===== src/rtl/frame_swap_controller_pkg.sv =====
// Shared definitions for the double-buffered frame store control path.
//   pixel_t       : one frame-buffer pixel (RGB565)
//   FB_X_BITS     : width of the raster x counter
//   FB_Y_BITS     : width of the raster y counter
//   swap_state_t  : frame sequencing states
//   sat_inc16     : 16-bit increment that sticks at all-ones
package common;

    typedef logic [15:0] pixel_t;

    localparam int FB_X_BITS = 10;
    localparam int FB_Y_BITS = 9;

    typedef enum logic [2:0] {
        ST_IDLE        = 3'd0,
        ST_CLEAR       = 3'd1,
        ST_GRANT       = 3'd2,
        ST_RENDER      = 3'd3,
        ST_WAIT_VBLANK = 3'd4,
        ST_SWAP        = 3'd5
    } swap_state_t;

    function automatic logic [15:0] sat_inc16(input logic [15:0] v);
        return (v == 16'hFFFF) ? v : v + 16'd1;
    endfunction

endpackage


===== src/rtl/frame_swap_controller_fb_clear_sweeper.sv =====
// Raster counter used to blank the back buffer, one pixel per clock.
// A start pulse arms the sweep at (0,0); x runs 0..H_ACTIVE-1, then wraps
// and y advances. done is high during the final pixel (H_ACTIVE-1,
// V_ACTIVE-1), after which the sweeper idles with we low.
// Ports:
//   clock, reset : clock and asynchronous active-low reset
//   start        : one-cycle pulse, begins a sweep from (0,0)
//   done         : high while the last pixel is being written
//   x, y         : registered pixel address
//   we           : registered write enable (high for the whole sweep)
module fb_clear_sweeper
    import common::*;
#(
    parameter int H_ACTIVE = 640,
    parameter int V_ACTIVE = 480
) (
    input  logic                 clock,
    input  logic                 reset,
    input  logic                 start,
    output logic                 done,
    output logic [FB_X_BITS-1:0] x,
    output logic [FB_Y_BITS-1:0] y,
    output logic                 we
);

    localparam logic [FB_X_BITS-1:0] X_LAST = FB_X_BITS'(H_ACTIVE - 1);
    localparam logic [FB_Y_BITS-1:0] Y_LAST = FB_Y_BITS'(V_ACTIVE - 1);

    logic [FB_X_BITS-1:0] x_q, x_d;
    logic [FB_Y_BITS-1:0] y_q, y_d;
    logic                 active_q, active_d;
    logic                 last_px;

    assign last_px = (x_q == X_LAST) && (y_q == Y_LAST);

    always_comb begin
        x_d      = x_q;
        y_d      = y_q;
        active_d = active_q;
        if (start) begin
            x_d      = '0;
            y_d      = '0;
            active_d = 1'b1;
        end else if (active_q) begin
            if (x_q == X_LAST) begin
                x_d = '0;
                if (y_q == Y_LAST) begin
                    y_d      = '0;
                    active_d = 1'b0;
                end else begin
                    y_d = y_q + 1'b1;
                end
            end else begin
                x_d = x_q + 1'b1;
            end
        end
    end

    always_ff @(posedge clock or negedge reset) begin
        if (!reset) begin
            x_q      <= '0;
            y_q      <= '0;
            active_q <= 1'b0;
        end else begin
            x_q      <= x_d;
            y_q      <= y_d;
            active_q <= active_d;
        end
    end

    assign done = active_q && last_px;
    assign x    = x_q;
    assign y    = y_q;
    assign we   = active_q;

endmodule


===== src/rtl/frame_swap_controller.sv =====
// Frame sequencer for the double-buffered frame store. Per frame it
// optionally blanks the back buffer, grants port b to the renderer, waits
// for render_done, then fires switch_buffer in the cycle after the next
// vblank_start so a half-drawn frame is never displayed.
// Build option: define BUFFER_CLEAR_EN to include the CLEAR sweep; without
// it IDLE/SWAP go straight to GRANT and the back buffer is not blanked.
// Ports:
//   clock, reset              : clock, asynchronous active-low reset
//   run                       : keep sequencing frames while high
//   vblank_start              : pulse at the first blank line
//   frame_start               : pulse, port b granted to renderer
//   render_done               : pulse, renderer finished the frame
//   r_x, r_y, r_we, r_wdata   : renderer port-b request
//   b_x, b_y, b_we, b_wdata   : port b towards the buffer mux
//   switch_buffer             : one-cycle swap pulse
//   busy                      : high outside IDLE
//   frame_count               : completed swaps (wrapping)
//   dropped_count             : vblanks missed while not ready (saturating)
//
// state        | meaning
// -------------+-----------------------------------------------
// IDLE         | not sequencing, port b isolated
// CLEAR        | sweeping CLEAR_COLOR over the back buffer
// GRANT        | frame_start pulse, renderer owns port b next
// RENDER       | r_* routed to b_*, waiting for render_done
// WAIT_VBLANK  | frame ready, holding for the next vblank
// SWAP         | switch_buffer pulse, frame_count advances
module frame_swap_controller
    import common::*;
#(
    parameter int     H_ACTIVE    = 640,
    parameter int     V_ACTIVE    = 480,
    parameter pixel_t CLEAR_COLOR = '0
) (
    input  logic        clock,
    input  logic        reset,
    input  logic        run,
    input  logic        vblank_start,
    output logic        frame_start,
    input  logic        render_done,
    input  logic [9:0]  r_x,
    input  logic [9:0]  r_y,
    input  logic        r_we,
    input  pixel_t      r_wdata,
    output logic [9:0]  b_x,
    output logic [9:0]  b_y,
    output logic        b_we,
    output pixel_t      b_wdata,
    output logic        switch_buffer,
    output logic        busy,
    output logic [15:0] frame_count,
    output logic [15:0] dropped_count
);

    if (H_ACTIVE < 1 || H_ACTIVE > 1024 || V_ACTIVE < 1 || V_ACTIVE > 512) begin : g_bad_geometry
        $error("frame_swap_controller: unsupported H_ACTIVE/V_ACTIVE");
    end

`ifdef BUFFER_CLEAR_EN
    localparam swap_state_t FRAME_ENTRY = ST_CLEAR;
`else
    localparam swap_state_t FRAME_ENTRY = ST_GRANT;
`endif

    swap_state_t state_q, state_d;
    logic [15:0] frame_count_q, frame_count_d;
    logic [15:0] dropped_count_q, dropped_count_d;

    logic                 clr_done;
    logic [FB_X_BITS-1:0] clr_x;
    logic [FB_Y_BITS-1:0] clr_y;
    logic                 clr_we;

`ifdef BUFFER_CLEAR_EN
    logic clr_start;

    // Arm the sweep on the transition into CLEAR so its first registered
    // pixel (0,0) is presented in the first CLEAR cycle.
    assign clr_start = (state_q != ST_CLEAR) && (state_d == ST_CLEAR);

    fb_clear_sweeper #(
        .H_ACTIVE (H_ACTIVE),
        .V_ACTIVE (V_ACTIVE)
    ) u_sweeper (
        .clock (clock),
        .reset (reset),
        .start (clr_start),
        .done  (clr_done),
        .x     (clr_x),
        .y     (clr_y),
        .we    (clr_we)
    );
`else
    assign clr_done = 1'b0;
    assign clr_x    = '0;
    assign clr_y    = '0;
    assign clr_we   = 1'b0;
`endif

    always_ff @(posedge clock or negedge reset) begin
        if (!reset) begin
            state_q <= ST_IDLE;
        end else begin
            state_q <= state_d;
        end
    end

    always_comb begin
        state_d = state_q;
        case (state_q)
            ST_IDLE:        if (run) state_d = FRAME_ENTRY;
            ST_CLEAR:       if (clr_done) state_d = ST_GRANT;
            ST_GRANT:       state_d = ST_RENDER;
            ST_RENDER:      if (render_done) state_d = ST_WAIT_VBLANK;
            ST_WAIT_VBLANK: if (vblank_start) state_d = ST_SWAP;
            ST_SWAP:        state_d = run ? FRAME_ENTRY : ST_IDLE;
            default:        state_d = ST_IDLE;
        endcase
    end

    always_comb begin
        frame_start   = 1'b0;
        switch_buffer = 1'b0;
        busy          = (state_q != ST_IDLE);
        b_x           = '0;
        b_y           = '0;
        b_we          = 1'b0;
        b_wdata       = '0;
        case (state_q)
            ST_CLEAR: begin
                b_x     = clr_x;
                b_y     = 10'(clr_y);
                b_we    = clr_we;
                b_wdata = CLEAR_COLOR;
            end
            ST_GRANT:  frame_start = 1'b1;
            ST_RENDER: begin
                b_x     = r_x;
                b_y     = r_y;
                b_we    = r_we;
                b_wdata = r_wdata;
            end
            ST_SWAP:   switch_buffer = 1'b1;
            default:   ;
        endcase
    end

    // A vblank that arrives before the frame is ready is a missed swap
    // opportunity, including one coincident with render_done.
    always_comb begin
        frame_count_d   = frame_count_q;
        dropped_count_d = dropped_count_q;
        if (state_q == ST_SWAP) begin
            frame_count_d = frame_count_q + 16'd1;
        end
        if (vblank_start && (state_q == ST_CLEAR || state_q == ST_GRANT || state_q == ST_RENDER)) begin
            dropped_count_d = sat_inc16(dropped_count_q);
        end
    end

    always_ff @(posedge clock or negedge reset) begin
        if (!reset) begin
            frame_count_q   <= '0;
            dropped_count_q <= '0;
        end else begin
            frame_count_q   <= frame_count_d;
            dropped_count_q <= dropped_count_d;
        end
    end

    assign frame_count   = frame_count_q;
    assign dropped_count = dropped_count_q;

endmodule

===== config.mk =====
export PLATFORM = sky130hd
export DESIGN_NAME = frame_swap_controller
export DESIGN_NICKNAME = d
export VERILOG_FILES = /design/src/rtl/frame_swap_controller_pkg.sv /design/src/rtl/frame_swap_controller_fb_clear_sweeper.sv /design/src/rtl/frame_swap_controller.sv
export SDC_FILE = /design/constraint.sdc
export NUM_CORES = 1
export LEC_CHECK = 0
export CAP_MARGIN = 30
export CORE_UTILIZATION = 38
export CTS_BUF_LIST = sky130_fd_sc_hd__clkbuf_8
export CTS_CLUSTER_DIAMETER = 60
export DETAILED_ROUTE_END_ITERATION = 8
export GPL_TIMING_DRIVEN = 0
export PLACE_DENSITY = 0.81
export SYNTH_ARGS = -nofsm -noshare
export SYNTH_HDL_FRONTEND = slang
export SYNTH_SLANG_ARGS = --single-unit

===== constraint.sdc =====
create_clock -name clock -period 4.5 [get_ports clock]
set_input_delay 0.9 -clock clock [delete_from_list [all_inputs] [get_ports clock]]
set_output_delay 0.9 -clock clock [all_outputs]
set_load 0.05 [all_outputs]

# Word level (Yosys, flattened, before mapping)
# Cells that the tools add are included.
[totals]
regBits = 35
input_bits = 42
output_inout_bits = 72
wordCells = 34
[classes]
add_sub_neg = 2
eq_ne = 9
n_mux = 11
n_bitwise = 2
reduce_logical = 7
[op_table]
columns = ["op", "count"]
rows = [
  ["$add 16x1->16 const B", 2],
  ["$mux 10", 2],
  ["$pmux 3 s6", 1],
  ["$eq 16x16->1 const B", 1],
  ["$mux 16", 1],
  ["$mux 3", 3],
  ["$eq 3x2->1 const B", 2],
  ["$eq 3x3->1 const B", 2],
  ["$ne 2x2->1 const B", 3],
  ["$reduce_and 4->1", 1],
  ["$eq 3x1->1 const B", 1],
  ["$logic_not 3->1", 1],
  ["$mux 1", 3],
  ["$reduce_bool 3->1", 1],
  ["$logic_or 1x1->1", 2],
  ["$mux 2", 1],
  ["$not 1->1", 2],
  ["$reduce_and 2->1", 1],
  ["$logic_and 1x1->1", 1],
]

# Depth between registers and ports, before layout
# Gate-level depths: netlist of the first run.
[depth]
depth_word = 5
depth_mapped = 6
depth_no_buf = 5

# Least setup slack after synthesis of the first run
# OpenSTA, ideal clock, no wires.
[synth_timing]
kind = "reg-to-output"
start = "register state_q[2]"
end = "output port b_wdata[10]"
arrival_time_ns = 1.526
required_ns = 3.600
slack_ns = 2.074
path_stages_with_launch = 5
path_buffers = 1
cell_sequence = "dfrtp_1 > nand2b_1 > nor2_1 > clkbuf_1 > and2_1"
[synth_between]
elab_chain_cells = 2
[synth_rtl]
columns = ["item", "line_no", "text"]
rows = [
  ["from (decl)", "frame_swap_controller.sv:65", "swap_state_t state_q, state_d;"],
  ["from (signal assigned)", "frame_swap_controller.sv:104", "state_q <= state_d;"],
  ["$eq 3x2->1", "frame_swap_controller.sv:129", "case (state_q)"],
  ["$mux 16", "frame_swap_controller.sv:129", ""],
  ["to (decl)", "frame_swap_controller.sv:48", "output pixel_t b_wdata,"],
]
# Every way passes these cells.

# Worst setup path after layout of the first run
[layout_timing]
start = "register state_q[2]"
end = "output port b_x[1]"
[layout_between]
elab_chain_cells = 2
[layout_rtl]
columns = ["item", "line_no", "text"]
rows = [
  ["$eq 3x2->1", "frame_swap_controller.sv:129", ""],
  ["$mux 10", "frame_swap_controller.sv:129", ""],
  ["to (decl)", "frame_swap_controller.sv:45", "output logic [9:0] b_x,"],
]
# Every way passes these cells.

==> results of run 1 <==
-- cells by family (layout without fill, tap and decap cells) --
family | after synthesis | after routing
xor gates and xnor gates | 25 | 25
and+or+nand+nor | 107 | 107
DFF | 35 | 35
buffers and inverters | 11 | 132
muxes | 6 | 6
adders and majority gates | 2 | 2
AOI/OAI and AO/OA | 8 | 8
-- registers in the layout, summed over array words and instances (netlist names) --
name           count
dropped_count     16
frame_count       16
state_q            3
-- through the flow --
stage	util [%]	total power, mW	instances	area [um2]
CTS	67.4	1.84	382	3230
global route	67.4	1.92	382	3230
global placement	65.3	1.58	374	3130
finish	67.4	1.82	382	3230
floorplan	-	1.20	194	1910
detailed placement	65.2	1.59	374	3120
-- Yosys cell counts (all sizes together), types with 2 or more instances --
master,n
and2,39
and3,4
buf,2
clkbuf,4
dfrtp,35
ha,2
inv,5
mux2,6
nand2,12
nand2b,5
nand3,13
nand4,7
nand4b,2
nor2,8
nor3,6
nor4,6
o21ai,4
or3,3
xnor2,16
xor2,9
-- final cells by class --
class / count / area [um2] / area share, %
flip-flops and latches: 35 / 876 / 27.2
plain buffers: 6 / 25.0 / 0.776
clock inverters: 1 / 7.51 / 0.233
well taps: 67 / 83.8 / 2.60
inverters: 5 / 18.8 / 0.582
repair buffers: 113 / 1130 / 34.9
multi-input cells: 148 / 992 / 30.8
clock buffers: 7 / 96.3 / 2.99
-- power breakdown --
part | total (mW) | internal, mW | switching [mW]
Sequential | 0.447 | 0.371 | 0.0758
Combinational | 1.13 | 0.398 | 0.730
Clock | 0.249 | 0.139 | 0.110
Total | 1.82 | 0.908 | 0.916
-- final timing paths --
path | slack (ns) | endpoint | from | depth (start not counted)
min | 0.47 | frame_count[15] | frame_count[15] | 1
min in group asynchronous | 0.69 | frame_count[11] | reset | 1
min reg2reg | 0.47 | frame_count[15] | frame_count[15] | 1
max | 0.98 | b_x[1] | state_q[2] | 5
max in group asynchronous | 3.32 | dropped_count[5] | reset | 1
max reg2reg | 2.41 | dropped_count[1] | dropped_count[0] | 6
-- per-layer routing --
layer	part of all wire (%)	global-route usage, %	vias to the layer above
li1	-	-	895
met1	41	20.5	839
met2	50	32.8	66
met3	8.7	8.01	2
met4	0.63	5.23	0
met5	0	0	-
-- placed cells by master (no fill, tap or decap), drive strengths merged --
cell           instances
a21oi                  1
a31oi                  1
and2                  39
and3                   4
and4                   1
buf                    3
clkbuf                11
clkdlybuf4s50        112
clkinvlp               1
dfrtp                 35
ha                     2
inv                    5
mux2                   6
nand2                 12
nand2b                 5
nand3                 13
nand4                  7
nand4b                 2
nor2                   8
nor3                   6
nor4                   6
o21ai                  4
o22ai                  1
o32ai                  1
or3                    3
or4                    1
xnor2                 16
xor2                   9
-- worst register-to-register path, stage by stage, from the launching register on --
cell and delay (ns):
dfrtp_1 0.42, ha_1 0.24, nand3_2 0.18, or4_1 0.50, buf_2 0.17, and2_4 0.18
mux2_4 0.29
==> reports/results.ini, run 1 <==
[run_status]
outcome=finished clean

[timing]
finalWorstSetupSlack_ns=0.983
slew_violations=0
tns_ns=0
slew_headroom_pct=49.6
setup_viol=0
worst_hold_slack_ns=0.470
fin_skew_ns=0.00896
worst_pin_slew_ns=0.756
hold_violations=0
timing.final.crit_share_pct=78.1
fin_crit_ns=3.52
rsz0062_at_grt=false
fmax_ghz=0.284

[flow_run]
max_cap_viol_count=0

[yosys]
yosys.area.top_type=dfrtp_1
async_flop_share_pct=100
synth_compound_area_share_pct=2.42
synth_edf_count=0
synth-xor-area-share_pct=11.5
ys.flop_type=dfrtp_1
ys_seq_elements=35
synth.area.top_cells=dfrtp_1 46%, and2_1 12%, xnor2_1 7.3%, xor2_1 4.1%, nand3_1 3.1%
synth_warnings=0
synth_top_area_share_pct=45.8
ys_seq_area_share_pct=45.8
synth_top_family_by_area=simple AND/OR/NAND/NOR gates
yosysUniqueCellTypes=32
synthesis.nets=238
avgSynthCellArea_um2=9.85
synth_mux_area_share_pct=3.73
synth_adder_area_share_pct=1.31
synthCells=194
yosys.area_share.simple_pct=33.0
syn_area_um2=1910

[worst_setup_path]
worstSetupEndpointType=primary output
cp_cell_sequence=nand2b_1 -> nor2_1 -> clkbuf_1 -> and2_1 -> clkdlybuf4s50_1
crit_fanout=10
crit_buf_inv=2
path_class=register to primary output
slowest_delay_ns=0.80
slowest_stage=clkdlybuf4s50_1
crit_family=buffers and inverters
required_ns=3.60
start_kind=register
arrival_ns=2.62

[power]
power-per-cell-area_nw_per_um2=565
irDropWorstVdd_uv=367
power_leakage_nw=1.33

[finish]
antenna_cells=0
fill_cells=423
syn_to_final_growth_pct=68.7
finalNetCount=358
drive_above_1_share_pct=6.98

[clock_network]
postCtsHoldBufs=0
clockBufferDepth=2
cts_sinks=35
clock_latency_ns=0.28
cts_tree=yes
h-tree-depth=2
cts_buffers=5
cts_resized=0
cts-root-buf=clkbuf_8
cts_setup_buffers=0
path_clk_slew_ns=0.07

[floorplan]
num_rows=25
die_x_um=72.9
initial_core_util_pct=39.9
ios=114
die_h_um=72.9
core_region_area_um2=4790
die_area_um2=5320

[drt]
drtPass1Iterations=4
drt-initial-drc-count=37
wire_per_inst_um=12.8
vias=1802
wirelength_um=4900
viasPerCell=4.72
drc=0
ant_nets=0

[place]
place_ws_ns=1.24
place.gp.congestion=0.764
portBuffers=113
dp_hpwl_um=3850

[global_routing]
grt_antenna_before_repair=0
grt_pass1_vias=1750
grt_first_pass_wirelength_um=7670
grt_use_total_pct=18.7
grt_max_degree=36
grt.overflow.total=0

[worst_hold_path]
hold_path.class=register to register

Note: power is estimated with default switching activity, not from simulation.
==> run 2: changes to the inputs <==
CORE_UTILIZATION = 35   (was 38)
PLACE_DENSITY = 0.79   (was 0.81)
clock period = 3.2 ns   (was 4.5 ns; I/O delays follow)
==> run 2 against run 1 <==
  * Via count down 0.50%
  * Clock skew fell by 0.0019 ns
  * Clock power increased by 58%
  * Global-route usage shrank 0.89 points
  * Power up 39%
  * Setup slack lost 0.72 ns
  * Non-clock buffer count unchanged
  * Utilization decreased by 5.5 points
  * Critical path depth unchanged
  * Sequential power up 40%
  * Critical path type unchanged
==> reports/results.ini, run 2 (synthesis gave the netlist of run 1 again) <==
[run_status]
outcome=finished clean

[timing]
slew_headroom_pct=48.9  ; -0.63 points
tns_ns=0  ; unchanged
timing.final.crit_share_pct=91.8
fin_crit_ns=2.94
worst_hold_slack_ns=0.422  ; -0.0483 ns
fin_skew_ns=0.00710  ; -0.00186 ns
worst_pin_slew_ns=0.766  ; +0.00940 ns
rsz0062_at_grt=false
fmax_ghz=0.340
hold_violations=0  ; unchanged
slew_violations=0  ; unchanged
setup_viol=0  ; unchanged

[clock_network]
cts_buffers=5  ; unchanged
cts-root-buf=clkbuf_8
cts_tree=yes
postCtsHoldBufs=0  ; unchanged
clockBufferDepth=2  ; unchanged
clock_latency_ns=0.29  ; about the same
cts_sinks=35  ; unchanged
path_clk_slew_ns=0.07  ; about the same
h-tree-depth=2  ; unchanged

[place]
portBuffers=113  ; unchanged
placed_cell_area_um2=3130  ; +0.12%
place.gp.congestion=0.756  ; -1.0%
dp_hpwl_um=3690  ; -4.2%

[power]
irDropWorstVdd_uv=418  ; +14%
power_leakage_nw=1.47  ; +9.9%
power-per-cell-area_nw_per_um2=794  ; +40%

[worst_setup_path]
start_kind=register
reg2reg_setup_slack_ns=1.15  ; -1.26 ns
required_ns=2.56  ; -1.04 ns
arrival_ns=2.30  ; -0.32 ns
r2r_start=dropped_count[0]
crit_fanout=10  ; unchanged
worstSetupEndpointType=primary output
crit_start=state_q[2]
rr_worst_depth=6  ; unchanged
path_class=register to primary output
rr_endpoint=dropped_count[1]
cp-endpoint=b_y[5]

[floorplan]
num_rows=26  ; +4.0%
die_area_um2=5760  ; +8.3%
core_region_area_um2=5170  ; +8.1%
die_x_um=75.9  ; +4.1%
ios=114  ; unchanged
initial_core_util_pct=37.0  ; -3.0 points
die_h_um=75.9  ; +4.1%

[global_routing]
grt_pass1_vias=1759  ; +0.51%
grt_use_total_pct=17.8  ; -0.89 points
grt_max_degree=36  ; unchanged
grt_first_pass_wirelength_um=8170  ; +6.6%
grt_antenna_before_repair=0  ; unchanged
grt.overflow.total=0  ; unchanged

[drt]
drc=0  ; unchanged
vias=1793  ; -0.50%
wirelength_um=4870  ; -0.53%
drtPass1Iterations=4  ; unchanged
wire_per_inst_um=12.7  ; -1.3%
drt-initial-drc-count=62  ; +68%
ant_nets=0  ; unchanged
viasPerCell=4.66  ; -1.3%

[finish]
drive_above_1_share_pct=7.30  ; +0.32 points
finalNetCount=358  ; unchanged
antenna_cells=0  ; unchanged
mostFrequentLayoutCell=clkdlybuf4s50_1
post-route-util_pct=61.9  ; -5.5 points
syn_to_final_growth_pct=67.5
stdcell_area_um2=3200  ; -0.70%
mostFrequentLayoutCells=82 x clkdlybuf4s50_1, 38 x and2_1, 35 x dfrtp_1

[flow_run]
max_cap_viol_count=0  ; unchanged

[worst_hold_path]
hold_path.class=input pin to async pin

run 2: cell types whose count changed in the layout (fill, tap and decap cells not counted):
cell and delta:
nor2_2 +1, clkinv_4 +1, clkdlybuf4s50_1 -30, bufinv_16 +1
dlygate4sd2_1 +30, clkbuf_8 -2, clkinv_2 +1, clkinvlp_4 -1
nor2_1 -1
run 2: worst min path at each step:
stage / start / endpoint / slack [ns]
floorplan: reset / dropped_count[0] / 0.34
global route: reset / dropped_count[9] / 0.48
global placement: frame_count[15] / frame_count[15] / 0.46
CTS: reset / dropped_count[9] / 0.45
finish: reset / dropped_count[14] / 0.42
detailed placement: frame_count[15] / frame_count[15] / 0.48
run 2: worst max-delay path, stage by stage (launching register included):
cell	delay (ns)
dfrtp_1	0.45
nand2b_1	0.22
nor2_2	0.33
clkbuf_1	0.30
and2_1	0.18
dlygate4sd2_1	0.54
run 2: layout make-up:
cell class              count  area, um2
well taps                  70       87.6
multi-input cells         148        995
repair buffers            113       1090
fillers                   430       1970
plain buffers               6       25.0
inverters                   5       18.8
clock inverters             3       43.8
flip-flops and latches     35        876
clock buffers               5       68.8
run 2: power breakdown:
group	switching [mW]	internal, mW	total [mW]
Clock	0.162	0.232	0.393
Sequential	0.106	0.522	0.628
Combinational	1.03	0.490	1.52
Total	1.30	1.24	2.54
run 2: metal layers:
layer,vias up,share of wire (%),routed length (um),global-route usage (%)
met5,-,0,0,0
met4,0,1.0,51,5.38
met3,4,8.6,421,6.99
met2,76,47,2300,28.6
met1,819,43,2100,21.9
li1,894,-,-,-
run 2: stage by stage:
stage / total power [mW] / std cells / worst slack (ns)
2_1_floorplan: 1.69 / 194 / 0.896
3_3_place_gp: 2.22 / 377 / 0.147
3_5_place_dp: 2.23 / 377 / 0.0786
4_1_cts: 2.57 / 385 / 0.208
5_1_grt: 2.69 / 385 / 0.0349
6_report: 2.54 / 385 / 0.261
run 2: timing repair:
action,4_1_cts,5_1_grt
endpoints found under the setup margin,30,0
resized for setup,31,0
buffers inserted,0,0
==> run 3: changes to the inputs <==
CORE_MARGIN = 2   (was default)
==> run 3 against run 2 <==
  * Final area up 0.20%
  * Setup slack better by 0.017 ns
  * Global-route usage down 0.74 points
  * Sequential power about the same
  * Clock skew about the same
  * Clock power down 24%
  * Largest power group unchanged
  * Sequential share of layout area down 0.053 points
  * Worst hold slack better by 0.0051 ns
  * Flip-flop and latch count unchanged
  * Power down 2.8%
  * Critical path type unchanged
  * Clock-buffer cell count unchanged
==> reports/results.ini, run 3 (synthesis gave the netlist of run 1 again) <==
[timing]
worst_pin_slew_ns=0.769  ; +0.00270 ns
rsz0062_at_grt=false
setup_viol=0  ; unchanged
tns_ns=0  ; unchanged
slew_violations=0  ; unchanged
finalWorstSetupSlack_ns=0.278  ; +0.0165 ns
fin_skew_ns=0.00660  ; -0.000498 ns
hold_violations=0  ; unchanged
worst_hold_slack_ns=0.427  ; +0.00509 ns
fmax_ghz=0.342  ; +0.57%
fin_crit_ns=2.92  ; -0.0165 ns
slew_headroom_pct=48.8  ; -0.18 points
timing.final.crit_share_pct=91.3  ; -0.52 points

[drt]
drc=0  ; unchanged
drtPass1Iterations=4  ; unchanged
wire_per_inst_um=13.4  ; +5.8%
highest_layer=met4
ant_nets=0  ; unchanged
dr_wl_met3_um=475  ; +13%
routed-wl-met2_um=2610  ; +13%
vias=1844  ; +2.8%
wirelength_um=5150  ; +5.8%
drt-initial-drc-count=67  ; +8.1%
viasPerCell=4.79  ; +2.8%
wl_met1_um=2020  ; -3.8%

[global_routing]
grt_pass1_vias=1832  ; +4.2%
grt_first_pass_wirelength_um=8270  ; +1.2%
grt_max_degree=36  ; unchanged
grt.overflow.total=0  ; unchanged
grt_antenna_before_repair=0  ; unchanged
grt_use_total_pct=17.0  ; -0.74 points

[worst_setup_path]
arrival_ns=2.28  ; -0.02 ns
r2r_start=dropped_count[0]
crit_fanout=10  ; unchanged
path_class=register to primary output
start_kind=register
required_ns=2.56  ; about the same
crit_start=state_q[2]
reg2reg_setup_slack_ns=1.10  ; -0.05 ns
worstSetupEndpointType=primary output

[place]
dp_cells=377  ; unchanged
portBuffers=113  ; unchanged
dp_hpwl_um=3960  ; +7.3%
place.gp.congestion=0.775  ; +2.5%
placed_cell_area_um2=3130  ; unchanged
place_ws_ns=0.106  ; +0.0274 ns

[power]
irDropWorstVdd_uv=498  ; +19%
power-per-cell-area_nw_per_um2=770  ; -2.9%
power_leakage_nw=1.59  ; +8.1%
fin_total_pwr_mw=2.47  ; -2.8%

[floorplan]
ios=114  ; unchanged
initial_core_util_pct=36.7  ; -0.23 points
core_region_area_um2=5200  ; +0.63%
die_x_um=77.9  ; +2.6%
die_h_um=77.9  ; +2.6%
die_area_um2=6070  ; +5.3%
num_rows=26  ; unchanged

[clock_network]
cts_setup_buffers=0  ; unchanged
clockBufferDepth=2  ; unchanged
cts-root-buf=clkbuf_8
postCtsHoldBufs=0  ; unchanged
clock_latency_ns=0.29  ; about the same
path_clk_slew_ns=0.07  ; about the same
cts_tree=yes
h-tree-depth=2  ; unchanged
cts_sinks=35  ; unchanged
cts_buffers=5  ; unchanged

[worst_hold_path]
hold_path.class=input pin to async pin

[finish]
antenna_cells=0  ; unchanged
drive_above_1_share_pct=6.67  ; -0.63 points
mostFrequentLayoutCells=82 x clkdlybuf4s50_1, 38 x and2_1, 35 x dfrtp_1
fill_cells=462  ; +7.4%
syn_to_final_growth_pct=67.9
finalNetCount=358  ; unchanged
post-route-util_pct=61.7  ; -0.27 points
mostFrequentLayoutCell=clkdlybuf4s50_1
stdcell_area_um2=3210  ; +0.20%
final_cells=385  ; unchanged

[flow_run]
max_cap_viol_count=0  ; unchanged

[run_status]
outcome=finished clean

-- run 3: where the power goes --
group / switching (mW) / total [mW] / internal, mW
clock network: 0.151 / 0.298 / 0.146
logic: 1.03 / 1.55 / 0.511
registers: 0.107 / 0.629 / 0.522
-- run 3: what timing repair did --
item / CTS / global route
endpoints found under the hold margin: 0 / 0
endpoints found under the setup margin: 30 / 10
cloned: 0 / 0
resized for setup: 21 / 10
-- run 3: cell type report --
class	instances	area [um2]	area share, %
Timing Repair Buffer	113	1130	35.1
Multi-Input combinational cell	148	995	31.0
Sequential cell	35	876	27.3
Tap cell	70	87.6	2.73
Clock buffer	5	68.8	2.14
Buffer	6	25.0	0.780
Inverter	5	18.8	0.585
Clock inverter	3	12.5	0.390
-- run 3: final timing paths --
check / endpoint / depth (start not counted)
min in group clock: frame_count[15] / 1
worst max-delay path: b_wdata[1] / 4
worst min-delay path: dropped_count[7] / 1
worst min register to register: frame_count[15] / 1
worst max register to register: dropped_count[1] / 6
max in group asynchronous: frame_count[0] / 1
-- run 3: worst max-delay path: stages (launching register included) --
cell and delay [ns]:
dfrtp_1 0.44, nand2b_1 0.22, nor2_2 0.32, and2_1 0.21, clkdlybuf4s50_1 0.81
-- run 3: layer usage --
| metal | vias up | GRT usage [%] |
|---|---|---|
| li1 | 894 | - |
| met1 | 865 | 18.8 |
| met2 | 80 | 29.8 |
| met3 | 5 | 6.98 |
| met4 | 0 | 5.26 |
| met5 | - | 0 |
